**config.mk**
```make
export PLATFORM = sky130hd
export DESIGN_NAME = hls_run_controller
export DESIGN_NICKNAME = d
export VERILOG_FILES = /design/src/rtl/hls_run_ctrl_pkg.sv /design/src/rtl/hls_result_fifo.sv /design/src/rtl/hls_run_controller.sv
export SDC_FILE = /design/constraint.sdc
export NUM_CORES = 1
export LEC_CHECK = 0
export ABC_CLOCK_PERIOD_IN_PS = 10400
export CORE_AREA = 2 2 138 140
export CTS_CLUSTER_DIAMETER = 200
export DETAILED_ROUTE_END_ITERATION = 8
export DIE_AREA = 0 0 140 142
export GPL_TIMING_DRIVEN = 0
export PLACE_DENSITY = 0.83
export SLEW_MARGIN = 5
export SYNTH_ARGS = -nofsm -noshare
export SYNTH_HDL_FRONTEND = slang
export SYNTH_SLANG_ARGS = --single-unit
```
**constraint.sdc**
```tcl
create_clock -name clock -period 10.4 [get_ports clock]
set_clock_uncertainty 0.2 [all_clocks]
set_input_delay 2.08 -clock clock [delete_from_list [all_inputs] [get_ports clock]]
set_output_delay 2.08 -clock clock [all_outputs]
set_load 0.005 [all_outputs]
```
**src/rtl/hls_run_ctrl_pkg.sv**
```systemverilog
// Shared types for the HLS run controller.
//   state_e   : controller FSM states
//   ST_*      : result status codes
//   res_rec_t : one result FIFO entry {status, cycles, run_idx}.
//               The field widths are the largest CNT_W / RUNS_W the
//               controller supports.
package hls_run_ctrl_pkg;

  typedef enum logic [2:0] {
    S_IDLE,
    S_DUT_RST,
    S_START,
    S_RUN,
    S_PUSH,
    S_FINISH
  } state_e;

  localparam logic [1:0] ST_DONE    = 2'b00;
  localparam logic [1:0] ST_TIMEOUT = 2'b01;

  localparam int unsigned REC_CNT_W  = 32;
  localparam int unsigned REC_RUNS_W = 8;

  typedef struct packed {
    logic [1:0]            status;
    logic [REC_CNT_W-1:0]  cycles;
    logic [REC_RUNS_W-1:0] run_idx;
  } res_rec_t;

endpackage

```
**src/rtl/hls_result_fifo.sv**
```systemverilog
// Synchronous result FIFO with show-ahead read.
//   gclk_i / grst_ni : clock, async active-low reset (pointers only)
//   wr_en_i, wr_data_i : push request and data
//   rd_en_i            : pop request; ignored when empty
//   rd_data_o          : head entry, zero while empty
//   full_o, empty_o    : occupancy flags
// A push into a full FIFO is accepted when a pop happens in the same cycle.
module hls_result_fifo #(
  parameter int W     = 8,
  parameter int DEPTH = 4
) (
  input  logic         gclk_i,
  input  logic         grst_ni,
  input  logic         wr_en_i,
  input  logic [W-1:0] wr_data_i,
  input  logic         rd_en_i,
  output logic [W-1:0] rd_data_o,
  output logic         full_o,
  output logic         empty_o
);

  localparam int AW = $clog2(DEPTH);

  logic [W-1:0] mem_q [DEPTH];
  logic [AW:0]  wp_q, rp_q;
  logic         push, pop;

  // Extra pointer bit distinguishes full from empty when the indices match.
  assign empty_o = (wp_q == rp_q);
  assign full_o  = (wp_q[AW] != rp_q[AW]) && (wp_q[AW-1:0] == rp_q[AW-1:0]);
  assign pop     = rd_en_i && !empty_o;
  assign push    = wr_en_i && (!full_o || pop);

  always_ff @(posedge gclk_i or negedge grst_ni) begin
    if (!grst_ni) begin
      wp_q <= '0;
      rp_q <= '0;
    end else begin
      if (push) wp_q <= wp_q + (AW+1)'(1);
      if (pop)  rp_q <= rp_q + (AW+1)'(1);
    end
  end

  always_ff @(posedge gclk_i) begin
    if (push) mem_q[wp_q[AW-1:0]] <= wr_data_i;
  end

  // Gating the head keeps the outputs at zero out of reset without
  // resetting the storage array.
  assign rd_data_o = empty_o ? '0 : mem_q[rp_q[AW-1:0]];

endmodule

```
**src/rtl/hls_run_controller.sv**
```systemverilog
// Run controller for an HLS accelerator with a start_port/done_port handshake.
// Resets the accelerator, pulses start, counts latency with a watchdog and
// repeats for cfg_runs runs. Each run's result is pushed to a FIFO.
//   clock, reset      : clock, async active-low reset
//   go, cfg_runs      : batch request (taken in IDLE) and its run count
//   abort             : synchronous return to IDLE from any state
//   dut_reset/_start  : accelerator reset (active low) and start
//   dut_done          : accelerator done
//   res_*             : result FIFO head with valid/ready pop
//   busy, all_done    : not-IDLE flag, batch-complete pulse
module hls_run_controller
  import hls_run_ctrl_pkg::*;
#(
  parameter int unsigned CNT_W      = 32,
  parameter int unsigned TIMEOUT    = 200000000,
  parameter int unsigned RUNS_W     = 8,
  parameter int unsigned RST_CYCLES = 2,
  parameter int unsigned RES_DEPTH  = 4
) (
  input  logic              clock,
  input  logic              reset,
  input  logic              go,
  input  logic              abort,
  input  logic [RUNS_W-1:0] cfg_runs,
  output logic              dut_reset,
  output logic              dut_start,
  input  logic              dut_done,
  output logic              res_valid,
  input  logic              res_ready,
  output logic [1:0]        res_status,
  output logic [CNT_W-1:0]  res_cycles,
  output logic [RUNS_W-1:0] res_run_idx,
  output logic              busy,
  output logic              all_done
);

  localparam int RC_W = (RST_CYCLES > 1) ? $clog2(RST_CYCLES) : 1;
  localparam logic [RC_W-1:0]  RC_LAST = RC_W'(RST_CYCLES - 1);
  localparam logic [CNT_W-1:0] TMO     = CNT_W'(TIMEOUT);
  localparam logic [CNT_W-1:0] ONE     = CNT_W'(1);

  state_e            state_q, state_d;
  logic [RC_W-1:0]   rcnt_q, rcnt_d;
  logic [CNT_W-1:0]  cyc_q, cyc_d, cyc_inc;
  logic [RUNS_W-1:0] idx_q, idx_d, runs_q, runs_d;
  logic [1:0]        rstat_q, rstat_d;
  logic [CNT_W-1:0]  rcyc_q, rcyc_d;

  logic     fifo_full, fifo_empty, can_push, push_en;
  res_rec_t wr_rec, head;

  assign cyc_inc  = cyc_q + ONE;
  // A pop in the same cycle frees the slot, so a full FIFO can still accept.
  assign can_push = !fifo_full || res_ready;
  assign push_en  = (state_q == S_PUSH) && !abort && can_push;

  // State and datapath registers
  always_ff @(posedge clock or negedge reset) begin
    if (!reset) begin
      state_q <= S_IDLE;
      rcnt_q  <= '0;
      cyc_q   <= '0;
      idx_q   <= '0;
      runs_q  <= '0;
      rstat_q <= ST_DONE;
      rcyc_q  <= '0;
    end else begin
      state_q <= state_d;
      rcnt_q  <= rcnt_d;
      cyc_q   <= cyc_d;
      idx_q   <= idx_d;
      runs_q  <= runs_d;
      rstat_q <= rstat_d;
      rcyc_q  <= rcyc_d;
    end
  end

  // Next state
  always_comb begin
    state_d = state_q;
    rcnt_d  = rcnt_q;
    cyc_d   = cyc_q;
    idx_d   = idx_q;
    runs_d  = runs_q;
    rstat_d = rstat_q;
    rcyc_d  = rcyc_q;
    unique case (state_q)
      S_IDLE: begin
        if (go) begin
          if (cfg_runs != '0) begin
            runs_d  = cfg_runs;
            idx_d   = '0;
            rcnt_d  = '0;
            state_d = S_DUT_RST;
          end else begin
            state_d = S_FINISH;
          end
        end
      end
      S_DUT_RST: begin
        if (rcnt_q == RC_LAST) state_d = S_START;
        else                   rcnt_d  = rcnt_q + RC_W'(1);
      end
      S_START: begin
        // The start cycle is cycle 1 of the run.
        cyc_d = ONE;
        if (dut_done) begin
          rstat_d = ST_DONE;
          rcyc_d  = ONE;
          state_d = S_PUSH;
        end else if (TMO == ONE) begin
          rstat_d = ST_TIMEOUT;
          rcyc_d  = TMO;
          state_d = S_PUSH;
        end else begin
          state_d = S_RUN;
        end
      end
      S_RUN: begin
        cyc_d = cyc_inc;
        if (dut_done) begin
          rstat_d = ST_DONE;
          rcyc_d  = cyc_inc;
          state_d = S_PUSH;
        end else if (cyc_inc == TMO) begin
          rstat_d = ST_TIMEOUT;
          rcyc_d  = TMO;
          state_d = S_PUSH;
        end
      end
      S_PUSH: begin
        if (can_push) begin
          if (idx_q == runs_q - RUNS_W'(1)) begin
            state_d = S_FINISH;
          end else begin
            idx_d   = idx_q + RUNS_W'(1);
            rcnt_d  = '0;
            state_d = S_DUT_RST;
          end
        end
      end
      S_FINISH: state_d = S_IDLE;
      default:  state_d = S_IDLE;
    endcase
    if (abort) state_d = S_IDLE;
  end

  // Outputs decoded from state only
  always_comb begin
    dut_reset = 1'b0;
    dut_start = 1'b0;
    busy      = 1'b1;
    all_done  = 1'b0;
    unique case (state_q)
      S_IDLE:        busy = 1'b0;
      S_DUT_RST:     dut_reset = 1'b0;
      S_START: begin
        dut_reset = 1'b1;
        dut_start = 1'b1;
      end
      S_RUN, S_PUSH: dut_reset = 1'b1;
      S_FINISH:      all_done = 1'b1;
      default:       busy = 1'b0;
    endcase
  end

  assign wr_rec = '{status:  rstat_q,
                    cycles:  REC_CNT_W'(rcyc_q),
                    run_idx: REC_RUNS_W'(idx_q)};

  hls_result_fifo #(
    .W     ($bits(res_rec_t)),
    .DEPTH (RES_DEPTH)
  ) u_fifo (
    .gclk_i    (clock),
    .grst_ni   (reset),
    .wr_en_i   (push_en),
    .wr_data_i (wr_rec),
    .rd_en_i   (res_ready),
    .rd_data_o (head),
    .full_o    (fifo_full),
    .empty_o   (fifo_empty)
  );

  assign res_valid   = !fifo_empty;
  assign res_status  = head.status;
  assign res_cycles  = head.cycles[CNT_W-1:0];
  assign res_run_idx = head.run_idx[RUNS_W-1:0];

endmodule
```
# --- Word-level counts from Yosys, hierarchy flattened ---
# Memory sizes are Yosys's and may differ from the RTL's.
# Cells that the tools add are included.
op_classes:
  n_addsub: 6
  mul: 0
  div_mod_pow: 0
  magnitude_cmp: 0
  eq_ne: 20
  shifts: 0
  mux: 37
  bitwise_logic: 0
  reduce_logical: 22
ops:
  columns: ["operator", "n"]
  rows:
  - ["$pmux W32 S2", 2]
  - ["$mux W32", 3]
  - ["$mux W42", 1]
  - ["$add A32 B1 Y32 const B", 1]
  - ["$eq A32 B28 Y1 const B", 1]
  - ["$mux W8", 4]
  - ["$mux W3", 9]
  - ["$pmux W8 S2", 1]
  - ["$pmux W3 S5", 1]
  - ["$ne A3 B3 Y1 const B", 4]
  - ["$mux W1", 11]
  - ["$ne A2 B2 Y1 const B", 5]
  - ["$reduce_and A5 Y1", 2]
  - ["$add A8 B1 Y8 const B", 1]
  - ["$eq A8 B8 Y1", 1]
  - ["$reduce_bool A8 Y1", 1]
  - ["$sub A8 B1 Y8 const B", 1]
  - ["$add A3 B1 Y3 const B", 2]
  - ["$eq A3 B2 Y1 const B", 2]
  - ["$eq A3 B3 Y1 const B", 2]
  - ["$mux W2", 3]
  - ["$reduce_and A3 Y1", 2]
  - ["$logic_and A1 B1 Y1", 5]
  - ["$reduce_or A5 Y1", 1]
  - ["15 further kinds", 19]
word_totals:
  regBits: 92
  latch_bits: 0
  ram_bits: 168
  mem_bits_ro: 0
  word_cells: 95
  mem_count: 1
memory_table:
  columns: ["name", "depth", "word_bits", "read_ports", "rd_clocked_by_memory_dff", "wr", "line_no", "rtl"]
  rows:
  - ["u_fifo.mem_q", 4, 42, 1, 0, 1, "hls_result_fifo.sv:24", "logic [W-1:0] mem_q [DEPTH];"]

# --- Depth between registers and ports, before layout ---
# Gate-level depths: netlist of run 1.
logic_depth:
  ltp_word: 8
  ltp_mapped: 12

# --- Cells and area by module ---
# From an unflattened synthesis of run 1, not the netlist that was laid out.
unflattened:
  hier_cells: 884
  area_unflattened_um2: 11926.4
modules_own_cells:
  columns: ["module", "instances", "cells_per_inst", "area_per_inst_um2"]
  rows:
  - ["hls_result_fifo", 1, 301, 6775.2]
  - ["hls_run_controller", 1, 583, 5151.2]

# --- Worst setup path after synthesis of run 1 ---
# No wires, ideal clock.
synth_timing:
  kind: "input to register"
  start: "in res_ready"
  end: "mem u_fifo.mem_q[3][0] (netlist bit), enable pin"
  arrival_ns: 3.652
  required_time_ns: 9.796
  path_slack_ns: 6.144
  cell_stages: 3
  cell_sequence: "nor4_1 nor3_1 and2_1"
synth_between:
  elab_chain_cells: 5
  word_cells_on_any_way: 7
synth_lines:
  columns: ["element", "line_no", "rtl"]
  rows:
  - ["start: declaration", "hls_run_controller.sv:29", "input logic res_ready,"]
  - ["$logic_or A1 B1 Y1 / $logic_and A1 B1 Y1 (equally long branches)", "hls_run_controller.sv:54, hls_result_fifo.sv:31", null]
  - ["$logic_and A1 B1 Y1 / $logic_or A1 B1 Y1 (equally long branches)", "hls_run_controller.sv:55, hls_result_fifo.sv:32", null]
  - ["$logic_and A1 B1 Y1 *", "hls_result_fifo.sv:32", "assign push = wr_en_i && (!full_o || pop);"]
  - ["$mux W1 *", "hls_result_fifo.sv:45", "if (push) mem_q[wp_q[AW-1:0]] <= wr_data_i;"]
  - ["$mux W1 (implied by the code) *", "hls_result_fifo.sv:45", null]
  - ["end: declaration", "hls_result_fifo.sv:24", null]
# Mark *: on every way between the ends. The rest lies on a longest branch, timed or not.

# --- Worst setup path in the final report of run 1 ---
layout_timing:
  start: "reg u_fifo.rp_q[0]"
  end: "out res_cycles[15]"
layout_between:
  elab_chain_cells: 2
  word_cells_on_any_way: 3
layout_lines:
  columns: ["element", "line_no", "rtl"]
  rows:
  - ["start: declaration", "hls_result_fifo.sv:25", "logic [AW:0] wp_q, rp_q;"]
  - ["start signal: assignment", "hls_result_fifo.sv:40", "if (pop) rp_q <= rp_q + (AW+1)'(1);"]
  - ["$mem_v2 Z4 W42 / $eq A3 B3 Y1 (equally long branches)", null, null]
  - ["$mux W42 *", "hls_result_fifo.sv:50", "assign rd_data_o = empty_o ? '0 : mem_q[rp_q[AW-1:0]];"]
  - ["end: declaration", "hls_run_controller.sv:31", "output logic [CNT_W-1:0] res_cycles,"]
# Marked as above.

==> results of run 1 <==
[state kept, by name, indices dropped and copies added (netlist names)]
register,count
u_fifo.mem_q,164
cyc_q,32
rcyc_q,32
idx_q,8
runs_q,8
state_q,3
u_fifo.rp_q,3
u_fifo.wp_q,3
rcnt_q,1
rstat_q,1
[logic make-up (layout without fill, tap and decap cells)]
group | after synthesis | after routing
other | 1 | 1
AND/OR/NAND/NOR | 272 | 272
multiplexers | 62 | 62
AO/OA/AOI/OAI | 117 | 117
flip-flops | 255 | 255
adder cells (fa/ha/maj) | 9 | 9
XOR/XNOR | 49 | 49
buffers and inverters | 73 | 182
[cell usage in the layout (no fill, tap or decap), types with 9 or more instances in the layout]
cell,count
sky130_fd_sc_hd__edfxtp_1,164
sky130_fd_sc_hd__dfrtp_1,91
sky130_fd_sc_hd__nand2_1,67
sky130_fd_sc_hd__clkdlybuf4s50_1,58
sky130_fd_sc_hd__nor2b_1,45
sky130_fd_sc_hd__mux4_2,41
sky130_fd_sc_hd__clkbuf_1,39
sky130_fd_sc_hd__nor2_1,36
sky130_fd_sc_hd__o21ai_0,36
sky130_fd_sc_hd__xnor2_1,31
sky130_fd_sc_hd__clkbuf_16,26
sky130_fd_sc_hd__nand3_1,25
sky130_fd_sc_hd__nor3_1,22
sky130_fd_sc_hd__inv_1,19
sky130_fd_sc_hd__a21oi_1,19
sky130_fd_sc_hd__xor2_1,17
sky130_fd_sc_hd__a22o_1,15
sky130_fd_sc_hd__mux2i_1,13
sky130_fd_sc_hd__o2bb2ai_1,12
sky130_fd_sc_hd__buf_2,11
sky130_fd_sc_hd__nor4_1,10
sky130_fd_sc_hd__nand4_1,9
sky130_fd_sc_hd__nand2b_1,9
sky130_fd_sc_hd__ha_1,9
[worst max path at each step]
stage,start,end,cells after the start
after floorplan,res_ready,u_fifo.mem_q[3][0],3
after global placement,reset,cyc_q[10],1
after detailed placement,u_fifo.rp_q[0],res_run_idx[7],5
after CTS,u_fifo.rp_q[1],res_cycles[15],6
after global routing,u_fifo.rp_q[0],res_cycles[15],6
final,u_fifo.rp_q[0],res_cycles[15],6
[through the flow]
stage          std cells  area (µm²)
2_1_floorplan        838       11530
4_1_cts             1181       13350
6_report            1181       13350
5_1_grt             1181       13350
3_5_place_dp        1136       12520
3_3_place_gp        1131       12410
[per-layer routing]
layer	wire [µm]	up-vias	GRT usage [%]
met3	1817	74	3.937
met5	0	-	0
met4	869	0	11.11
met1	10690	3659	38.31
met2	12360	323	42.26
li1	-	3309	-
[cell type report]
type                    instances  share of cell area, %
flip-flops and latches        255                  53.95
clock inverters                11                 0.9653
well taps                     234                  2.193
plain buffers                  54                  1.790
multi-input cells             510                  30.11
inverters                      19                 0.5342
clock buffers                  34                  5.248
repair buffers                 64                  5.211
[report_power, final]
group / internal [W] / total [W] / switching [W]
registers: 0.00117 / 0.00124 / 0.0000749
clock network: 0.000526 / 0.000899 / 0.000372
logic: 0.000523 / 0.000992 / 0.000469
[critical path: cells and delay by family, from the launching register on]
| family | cells | cell delay [ns] |
|---|---|---|
| flip-flops | 1 | 0.36 |
| AND/OR/NAND/NOR | 2 | 0.91 |
| buffers and inverters | 3 | 1.40 |
| XOR/XNOR | 1 | 0.19 |
==> out/results.txt, run 1 <==
Yosys mapped the design onto 64 distinct sky130hd cell types. Across all register-to-register paths, the minimum setup slack is 6.41 ns. The post-synthesis net count is 861, and the number of buffers on the longest clock path is 3. The cell sitting at the root of the clock tree is a sky130_fd_sc_hd__clkbuf_16. After clock tree synthesis, the setup repair step added 0 buffers. The fraction of the cycle the final worst path needs came out at 54.33%. The core region is 18,460 µm². The fraction of the mapped netlist area in compound gates came out at 6.838%. The tightest min-delay check is of the flop to flop type.

The multi-input combinational cells in the finished layout cover a total of 4020 µm². Setup violations remaining at the end of the flow were counted as 0. The power density of the placed cells is 234.9 nW/µm², and the via count is 7,365. The timing-limited maximum frequency is 177.0 MHz.

The run gives 0 as the number of slew-limit violations in the final report. By area, the combinational part of the netlist is dominated by simple AND/OR/NAND/NOR gates. In the final layout, the share of cells above drive strength 1 is 13.94%. The critical path is of the flop to output port type. Port buffering added 59 buffers. In this design, the critical path's most frequently occurring cell is sky130_fd_sc_hd__clkbuf_1. The proportion of synthesized area in mux cells works out to 9.921%. At the end of routability-driven placement, the weighted congestion stood at 0.8935. Final period demand of the worst path: 5.650 ns. The power after layout was 0.003136 W. The cell depth of the worst hold path was 1.

After routing, the total negative slack on setup checks comes to 0 ns. The initial utilization of the core area, before any placement, comes to 62.46%. The analysis attributes to cell leakage a power of 4.955 nW. The mean routed wirelength per cell was 21.79 µm. The main flop type after synthesis is sky130_fd_sc_hd__edfxtp_1. For this design, the slowest cell found on the critical path is sky130_fd_sc_hd__nor3b_1. For this block, the routed nets add up to 25,730 µm of wire.

The run gives 0 as the post-cts hold buffer count. The half-perimeter wire length of the detailed placement result is 16,940 µm, and the maximum fanout encountered on the critical timing path is 10. The total congestion overflow after global routing was 0. After Yosys synthesis, and, or, nand and nor cells account for 13.21% of the synthesized area. The global-route wire length before repair is 41,020 µm, and the peak supply drop is 0.0001302 V.

In this run the biggest area consumer among cell types represents 42.72% of the synthesized area. Data on the critical path is required at its endpoint by 8.12 ns. By area the synthesized netlist is led by sky130_fd_sc_hd__edfxtp_1 (43%), sky130_fd_sc_hd__dfrtp_1 (20%), sky130_fd_sc_hd__mux4_2 (8.0%), sky130_fd_sc_hd__nor2b_1 (2.4%), sky130_fd_sc_hd__xnor2_1 (2.4%).

Measured on the finished design, the core utilization comes to 72.34%. The netlist area before placement came out at 11,530 µm². Global routing used 26.78% of the available tracks across all layers. The critical path goes through clkbuf_1 -> xor2_1 -> nor3b_1 -> clkbuf_1 -> nor2b_1 -> clkdlybuf4s50_1. The biggest area contributor in the post-synthesis netlist is sky130_fd_sc_hd__edfxtp_1. The fraction of registers with async set/reset was 35.69%; the number of global-route vias before repair was 7,303. Setup repair after global routing left no endpoint under its margin. For the worst setup path, the data arrival time is 3.37 ns. The minimum hold slack is 0.3130 ns, and the full die area is 19,880 µm².

The worst setup path is captured at an output port. The checks that failed: DRC. The clock transition time at the flip-flop clock pins of the worst setup and hold paths is 0.06 ns, and the number of filler cells placed in the layout is 1,132. The initial antenna violation count was 0. Ranked by instance count, the synthesized netlist is headed by sky130_fd_sc_hd__edfxtp_1 (164), sky130_fd_sc_hd__dfrtp_1 (91), sky130_fd_sc_hd__nand2_1 (67), sky130_fd_sc_hd__nor2b_1 (45), sky130_fd_sc_hd__mux4_2 (41). In this run the tightest slew margin relative to its limit is 41.89%.

In this run the remaining antenna-violating nets after routing total 0. STA classifies the critical path startpoint as a flop. Yosys instantiated no cell more often than sky130_fd_sc_hd__edfxtp_1. The number of cell instances on the worst register-to-register path is 12. The mean cell area of the mapped netlist works out to 13.76 µm².

The end of the worst register-to-register path is rcyc_q[20]. The largest single stage delay on the critical path is 0.74 ns. The worst hold path terminates at u_fifo.wp_q[2]. The area growth from synthesis to layout is 15.81%.

61 I/O pins were placed. After detailed routing, the number of vias per cell comes to 6.236. OpenSTA, run right after detailed placement, puts the worst setup slack at 5.373 ns. Of the total synthesized cell area, the portion taken by full adders, half adders and majority gates is 0.9769%.

The total clock buffers created by CTS came out at 25. The Yosys step of the flow raised 0 warnings. The tools report the launch instance of the worst register-to-register path as cyc_q[1].

The tree built by TritonCTS fans out to 255 sinks. For the total number of nets in the final design, the log shows 952. TritonCTS built the clock tree. The number of antenna repair diodes is 0. The worst-skew pair later-pin latency is 0.52 ns. Setup slack closes at 4.750 ns. The number of gates resized after CTS was 0. Entering global routing, the biggest net connects 58 pins. For the number of instances in the synthesized netlist, the log shows 838.

The total of max-cap violations came out at 0. The count of standard-cell rows was 50. At the pin with the least slew margin, the transition time is 0.8716 ns. The synthesized netlist devotes 3.853% of its cell area to XOR and XNOR gates. The run finished, with violations left. The die is 140 µm wide. The portion of the post-synthesis area used by sequential elements is 62.48%, and the number of synthesized flops with an enable pin is 164. The level count of the clock H-tree is 1. The combined flip-flop and latch cell area came out at 7202 µm². The logs give 0 for the count of final hold-check violations and 651 for the detailed router's first-iteration violation count.

The flop and latch count out of synthesis is 255, and the final routed DRC violation total is 7. In this run the most critical hold path is launched from u_fifo.wp_q[2]. The first-pass iteration count of the detailed router is 8, and the floorplan die height is 142 µm.
Note: power is estimated with default switching activity, not from simulation.
==> run 2, diff against run 1 <==
--- a/config.mk
+++ b/config.mk
@@ -5,13 +5,13 @@
 export SDC_FILE = /design/constraint.sdc
 export NUM_CORES = 1
 export LEC_CHECK = 0
-export ABC_CLOCK_PERIOD_IN_PS = 10400
-export CORE_AREA = 2 2 138 140
+export ABC_CLOCK_PERIOD_IN_PS = 4800
+export CORE_AREA = 2 2 150 152
 export CTS_CLUSTER_DIAMETER = 200
 export DETAILED_ROUTE_END_ITERATION = 8
-export DIE_AREA = 0 0 140 142
+export DIE_AREA = 0 0 152 154
 export GPL_TIMING_DRIVEN = 0
-export PLACE_DENSITY = 0.83
+export PLACE_DENSITY = 0.75
 export SLEW_MARGIN = 5
 export SYNTH_ARGS = -nofsm -noshare
 export SYNTH_HDL_FRONTEND = slang
==> constraint.sdc (replaced) <==
create_clock -name clock -period 4.8 [get_ports clock]
set_clock_uncertainty 0.2 [all_clocks]
set_input_delay 0.96 -clock clock [delete_from_list [all_inputs] [get_ports clock]]
set_output_delay 0.96 -clock clock [all_outputs]
set_load 0.005 [all_outputs]
==> run 2 against run 1 <==
- total power is 110% higher
- critical endpoint is now res_cycles[21]
- cell count is 3.9% higher
- via count is 2.3% lower
- non-clock buffer count stayed put
- largest power group unchanged
- the run now ends clean
- critical path depth stayed put
==> out/results.txt, run 2 (synthesis gave the netlist of run 1 again) <==
Of the available clock period, the critical path in the final layout requires 92.85%. For this block, the initial DRC count from the detailed router was 501. For this run, the slowest stage of the critical path takes 0.72 ns. The level count of the clock H-tree is 1, and the number of global-route vias before repair is 7,165. In this run the horizontal extent of the chip is 152 µm. Worst min-delay path class: flop to flop. The commonest non-fill, non-tap cell in the layout is sky130_fd_sc_hd__edfxtp_1. Initial antenna violation count: 0. After clock tree synthesis, the setup repair step added 0 buffers. The internal portion of the total power is 0.004782 W. At the end of routability-driven placement, the weighted congestion stood at 0.8793.

The tools report the number of antenna repair diodes as 0. In the post-route analysis, the smallest setup slack over all paths is 0.3433 ns. Grouping stages by cell kind, the critical path spends the most delay in buffers and inverters.

Adding up every negative setup slack in the final design gives 0 ns. In the layout the commonest cells are sky130_fd_sc_hd__edfxtp_1 (164), sky130_fd_sc_hd__dfrtp_1 (91), sky130_fd_sc_hd__nand2_1 (67). TritonCTS built the clock tree. The run gives 0 as the total setup violations reported at the end of the flow.

The worst setup path is captured at an output port. The power after layout came out at 0.006707 W. The area growth from synthesis to layout is 16.07%. Headroom to the max-slew limit came out at 39.54%.

After clock tree synthesis, the clock-pin slew on the worst setup and hold paths is 0.06 ns. The number of clock sinks was 255. The signal on the critical path passes through clkbuf_1 -> xor2_1 -> nor3b_1 -> clkbuf_1 -> nor2b_1 -> clkdlybuf4s50_1. The total leakage power is 4.946 nW, and the number of antenna-violating nets in the routed design is 0. The worst-case IR drop observed on VDD is 0.0002162 V.

The finished cells cover 13,380 µm². The worst-skew pair later-pin latency is 0.51 ns, and the slew at the pin closest to its max-slew limit is 0.9069 ns. Flip-flop count of the largest register after layout: 164. For this run, the post-layout net count is 952. The per-cell via count in the routed design is 5.863, and the via count is 7,194.

The share of total power dissipated in the clock network is 28.5%. The critical path contains buffers and inverters numbering 3 combined. The number of slew-limit violations in the final report was 0. In this design, the critical path's most frequently occurring cell is sky130_fd_sc_hd__clkbuf_1. The tools report the worst slack at placement as 0.8517 ns.

The placeable core region is 21,690 µm². Net switching is 28.70% of the power. STA puts the critical path data required time at 3.64 ns.

Post-cts hold buffer count: 0. The routed design has 24,680 µm of wire. The power share of the combinational group is 31.5%, and the proportion of layout cells with a drive suffix above 1 is 13.73%. Of the total power, registers draw 40.0%.

The logs give 0 for the count of final hold-check violations and 0 for the total congestion overflow after global routing. The total I/O pin count was 61. In this run, CTS created clock tree buffers numbering 25. The first-pass iteration count of the detailed router was 6. The signal arrival time at the worst endpoint came out at 3.30 ns. The critical path is of the flop to output port type. Setup repair after global routing left no endpoint under its margin. The starting density of the core is 53.15%, and the count of standard-cell rows is 54. The power density of the placed cells works out to 501.3 nW/µm².

The global-route wire length before repair is 39,900 µm. The mean routed wirelength per cell works out to 20.12 µm. Across all hold checks on the routed design, the worst slack comes to 0.2977 ns. Summed over all nets, the switching power comes to 0.001925 W. The master cell of the clock root buffer is sky130_fd_sc_hd__clkbuf_16. The half-perimeter wire length of the detailed placement result is 16,800 µm. The run gives 0 as the post-cts resize count. The cell type of the slowest stage on the worst timing path was sky130_fd_sc_hd__nor3b_1. Port buffering added 59 buffers. In this run the worst path has a maximum fanout of 10. The die covers 23,410 µm². The floorplan die height was 154 µm.

The longest clock path from root to sink contains 3 buffers. The tools report the cell area after placement as 12,570 µm². Timing-limited maximum frequency: 224.4 MHz.

The kind of start point of the critical path was a flop. For this run, the total global-route usage over all layers was measured as 21.29%. In the routed design, unresolved DRC markers number 0. The run finished with clean final reports.

After layout, the minimum clock period comes to 4.457 ns. Entering global routing, the biggest net connects 54 pins. The run gives 0 as the total of max-cap violations.
==> run 2: cell type report <==
class                           count  area [µm²]
Fill cell                        1613        8308
Sequential cell                   255        7202
Multi-Input combinational cell    510        4020
Clock buffer                       37       733.2
Timing Repair Buffer               64       688.2
Tap cell                          280       350.3
Buffer                             54       239.0
Clock inverter                      8       76.32
Inverter                           19       71.32
==> run 2: power groups by stage <==
stage	clock network, W	registers (W)	logic (W)
finish	0.00191	0.00269	0.00211
global route	0.00203	0.00271	0.00231
global placement	0	0.00272	0.00209
floorplan	0	0.00268	0.00121
CTS	0.00194	0.00269	0.00215
detailed placement	0	0.00273	0.00213
==> run 2: worst paths after layout <==
path / endpoint / slack, ns / from / cells after the start
worst max-delay path: res_cycles[21] / 0.34 / u_fifo.rp_q[0] / 6
worst min-delay path: u_fifo.wp_q[2] / 0.30 / u_fifo.wp_q[2] / 1
worst max register to register: rcyc_q[11] / 0.89 / cyc_q[1] / 12
worst min register to register: u_fifo.wp_q[2] / 0.30 / u_fifo.wp_q[2] / 1
max in group asynchronous: cyc_q[11] / 3.40 / reset / 2
min in group asynchronous: u_fifo.wp_q[2] / 0.31 / reset / 1
==> run 2: layer usage <==
metal / GRT usage (%) / vias to the layer above / part of all wire (%)
met1: 31.14 / 3669 / 46
li1: - / 3321 / -
met4: 5.251 / 0 / 1.5
met3: 2.818 / 36 / 4.3
met2: 34.38 / 168 / 48
met5: 0 / - / 0
==> run 2: per-stage QoR <==
stage / utilization (%) / instances
final: 61.69 / 1227
after global routing: 61.69 / 1227
after CTS: 61.69 / 1227
after detailed placement: 57.96 / 1182
after global placement: 57.49 / 1177
after floorplan: - / 838
==> run 3, diff against run 2 <==
--- a/config.mk
+++ b/config.mk
@@ -11,7 +11,7 @@
 export DETAILED_ROUTE_END_ITERATION = 8
 export DIE_AREA = 0 0 152 154
 export GPL_TIMING_DRIVEN = 0
-export PLACE_DENSITY = 0.75
+export PLACE_DENSITY = 0.8
 export SLEW_MARGIN = 5
 export SYNTH_ARGS = -nofsm -noshare
 export SYNTH_HDL_FRONTEND = slang
==> run 3 against run 2 <==
- hold slack worse by 0.13 ns
- total power is 1.9% higher
- critical path type unchanged
- final area is 0.39% higher
- sequential cell count stayed put
- sequential power hardly changed
- cell count stayed put
- core utilization is 0.24 points higher
- count of clock-buffer cells in the layout is 2 lower
- critical endpoint is now res_cycles[14]
- wire length is 2.6% higher
- largest cell class unchanged
- combinational power hardly changed
- setup slack worse by 0.13 ns
- sequential share of layout area is 0.21 points lower
==> out/results.txt, run 3 (synthesis gave the netlist of run 1 again) <==
The run finished with clean final reports. For the post-cts hold buffer count, the log shows 0. Before antenna repair, the detailed router went through 6 iterations. Once placement finished, the instance area stood at 12,580 µm². Leaving out fill and tap cells, the most frequent cell in the layout is sky130_fd_sc_hd__edfxtp_1. The number of antenna repair diodes was 0; the power density of the placed cells was 508.7 nW/µm². Setup repair after global routing left no endpoint under its margin.

Wires add up to 25,330 µm. After detailed routing, the number of remaining DRC violations is 0. Setup violations remaining at the end of the flow were counted as 0. Of all nets on the critical path, the largest fanout is 10. Detailed routing inserted a total of 7,238 vias. The startpoint identified for the worst register-to-register timing path is cyc_q[1]. At the pin with the least slew margin, the transition time is 0.9595 ns. The tools report the peak supply drop as 0.0001980 V.

In the layout the commonest cells are sky130_fd_sc_hd__edfxtp_1 (164), sky130_fd_sc_hd__dfrtp_1 (91), sky130_fd_sc_hd__nand2_1 (67). The count of final hold-check violations is 0, and the number of I/O port buffers is 59. The minimum setup slack among reg-to-reg paths is 0.80 ns, and the number of clock sinks is 255. Per-cell via count in the routed design: 5.899.

Tracing the worst setup path back leads to its startpoint at u_fifo.rp_q[0]. The largest net degree at the start of global routing came out at 67. TritonCTS built the clock tree. The flip-flop count of the largest register after layout is 164. The final period demand of the worst path is 4.589 ns, and the initial antenna violation count is 0. The number of global-route vias before repair came out at 7,225.

Post-CTS timing repair inserted 0 buffers for setup. The logs give 3 for the number of buffers on the longest clock path and 0.9337 for the weighted congestion reported at the end of routability-driven placement. The count of standard-cell rows was 54; the mean routed wirelength per cell was 20.64 µm. For this design the static power due to leakage is 4.974 nW. The clock transition time at the flip-flop clock pins of the worst setup and hold paths works out to 0.06 ns.

The post-cts resize count came out at 0. Start-to-end type of the worst setup path: flop to output port. The number of antenna-violating nets in the routed design was 0; the floorplan die height was 154 µm. Element type at the critical path end: an output port. Measured on the finished design, the core utilization comes to 61.94%. Compared with the post-synthesis result, the final layout area differs by 16.53%.

The tools report the total I/O pin count as 61. The run gives 217.9 MHz as the timing-limited maximum frequency. The proportion of layout cells with a drive suffix above 1 works out to 13.83%. The worst max-slew margin expressed relative to the limit was 35.90%; the final instance area was 13,430 µm².

Counting the buffers created by CTS gives 25. STA classifies the critical path startpoint as a flop. The number of slew-limit violations in the final report is 0, and the signal arrival time at the worst endpoint is 3.43 ns.

The die covers 23,410 µm². The total congestion overflow after global routing is 0, and the worst endpoint required time is 3.64 ns. The level count of the clock H-tree was 1; the detailed router's first-iteration violation count was 657. The run gives 952 as the total number of nets in the final design. The core region is 21,690 µm². The first global-routing pass estimated 40,270 µm of wire.

The fraction of the cycle the final worst path needs was 95.60%. The end of the worst register-to-register path was rcyc_q[14]. The most critical setup path has its endpoint at res_cycles[14]. From left edge to right edge, the die measures 152 µm. For this run, the total global-route usage over all layers was measured as 21.79%. The clock reaches the later pin of the worst-skew pair after 0.52 ns. Counting cells, the worst reg-to-reg path comes to 12. Max-cap violations in this run came to 0. The root buffer cell chosen for the clock tree is sky130_fd_sc_hd__clkbuf_16. The run gives 53.15% as the starting density of the core.

The worst hold path belongs to the class input port to async pin. The HPWL after detailed placement is 16,940 µm.
run 3: cell types whose count changed in the layout (fill, tap and decap cells not counted), sizes merged:
cell      delta
clkbuf       -2
clkinv       +2
clkinvlp     -1
inv          -1
bufinv       +2
run 3: critical path, cell delays in order (launching register included):
cell                              delay (ns)
sky130_fd_sc_hd__dfrtp_1                0.35
sky130_fd_sc_hd__clkbuf_1               0.44
sky130_fd_sc_hd__xor2_1                 0.16
sky130_fd_sc_hd__nor3b_1                0.81
sky130_fd_sc_hd__clkbuf_1               0.53
sky130_fd_sc_hd__nor2b_1                0.12
sky130_fd_sc_hd__clkdlybuf4s50_1        0.50
run 3: through the flow:
| step | instances | worst slack [ns] | power [W] | hold slack, ns | setup TNS (ns) |
|---|---|---|---|---|---|
| 3_3_place_gp | 1177 | -0.9615 | 0.004786 | 0.2763 | -86.91 |
| 2_1_floorplan | 838 | 1.545 | 0.003887 | 0.2619 | 0 |
| 6_report | 1227 | 0.2114 | 0.006834 | 0.1727 | 0 |
| 3_5_place_dp | 1182 | 0.6812 | 0.004875 | 0.2923 | 0 |
| 4_1_cts | 1227 | 0.1232 | 0.006885 | 0.1754 | 0 |
| 5_1_grt | 1227 | 0.02451 | 0.007150 | 0.1859 | 0 |
run 3: power breakdown:
part           switching (W)  internal [W]  leakage (nW)  total [W]
Clock               0.000793       0.00121         0.421    0.00201
Combinational        0.00101       0.00113          1.79    0.00214
Sequential          0.000153       0.00253          2.76    0.00269
run 3: cell type report:
class | instances | area, µm²
fillers | 1544 | 8255
multi-input cells | 510 | 4020
flip-flops and latches | 255 | 7202
plain buffers | 54 | 239.0
inverters | 19 | 71.32
clock buffers | 35 | 724.4
well taps | 280 | 350.3
repair buffers | 64 | 695.7
clock inverters | 10 | 130.1
run 3: routing by layer:
layer / part of all wire (%) / wire [µm] / vias up / GRT usage (%)
met4: 2.1 / 527 / 0 / 6.542
met1: 42 / 10540 / 3577 / 30.09
met5: 0 / 0 / - / 0
li1: - / - / 3327 / -
met3: 7.0 / 1779 / 44 / 3.608
met2: 49 / 12480 / 290 / 36.04
run 3: how the worst min path moves through the flow:
stage	endpoint	slack [ns]	cells after the start	startpoint
floorplan	u_fifo.wp_q[2]	0.26	1	u_fifo.wp_q[2]
global placement	u_fifo.wp_q[2]	0.28	1	u_fifo.wp_q[2]
detailed placement	u_fifo.rp_q[2]	0.29	1	u_fifo.rp_q[2]
CTS	u_fifo.rp_q[1]	0.18	1	reset
global route	u_fifo.rp_q[1]	0.19	1	reset
finish	u_fifo.rp_q[1]	0.17	1	reset
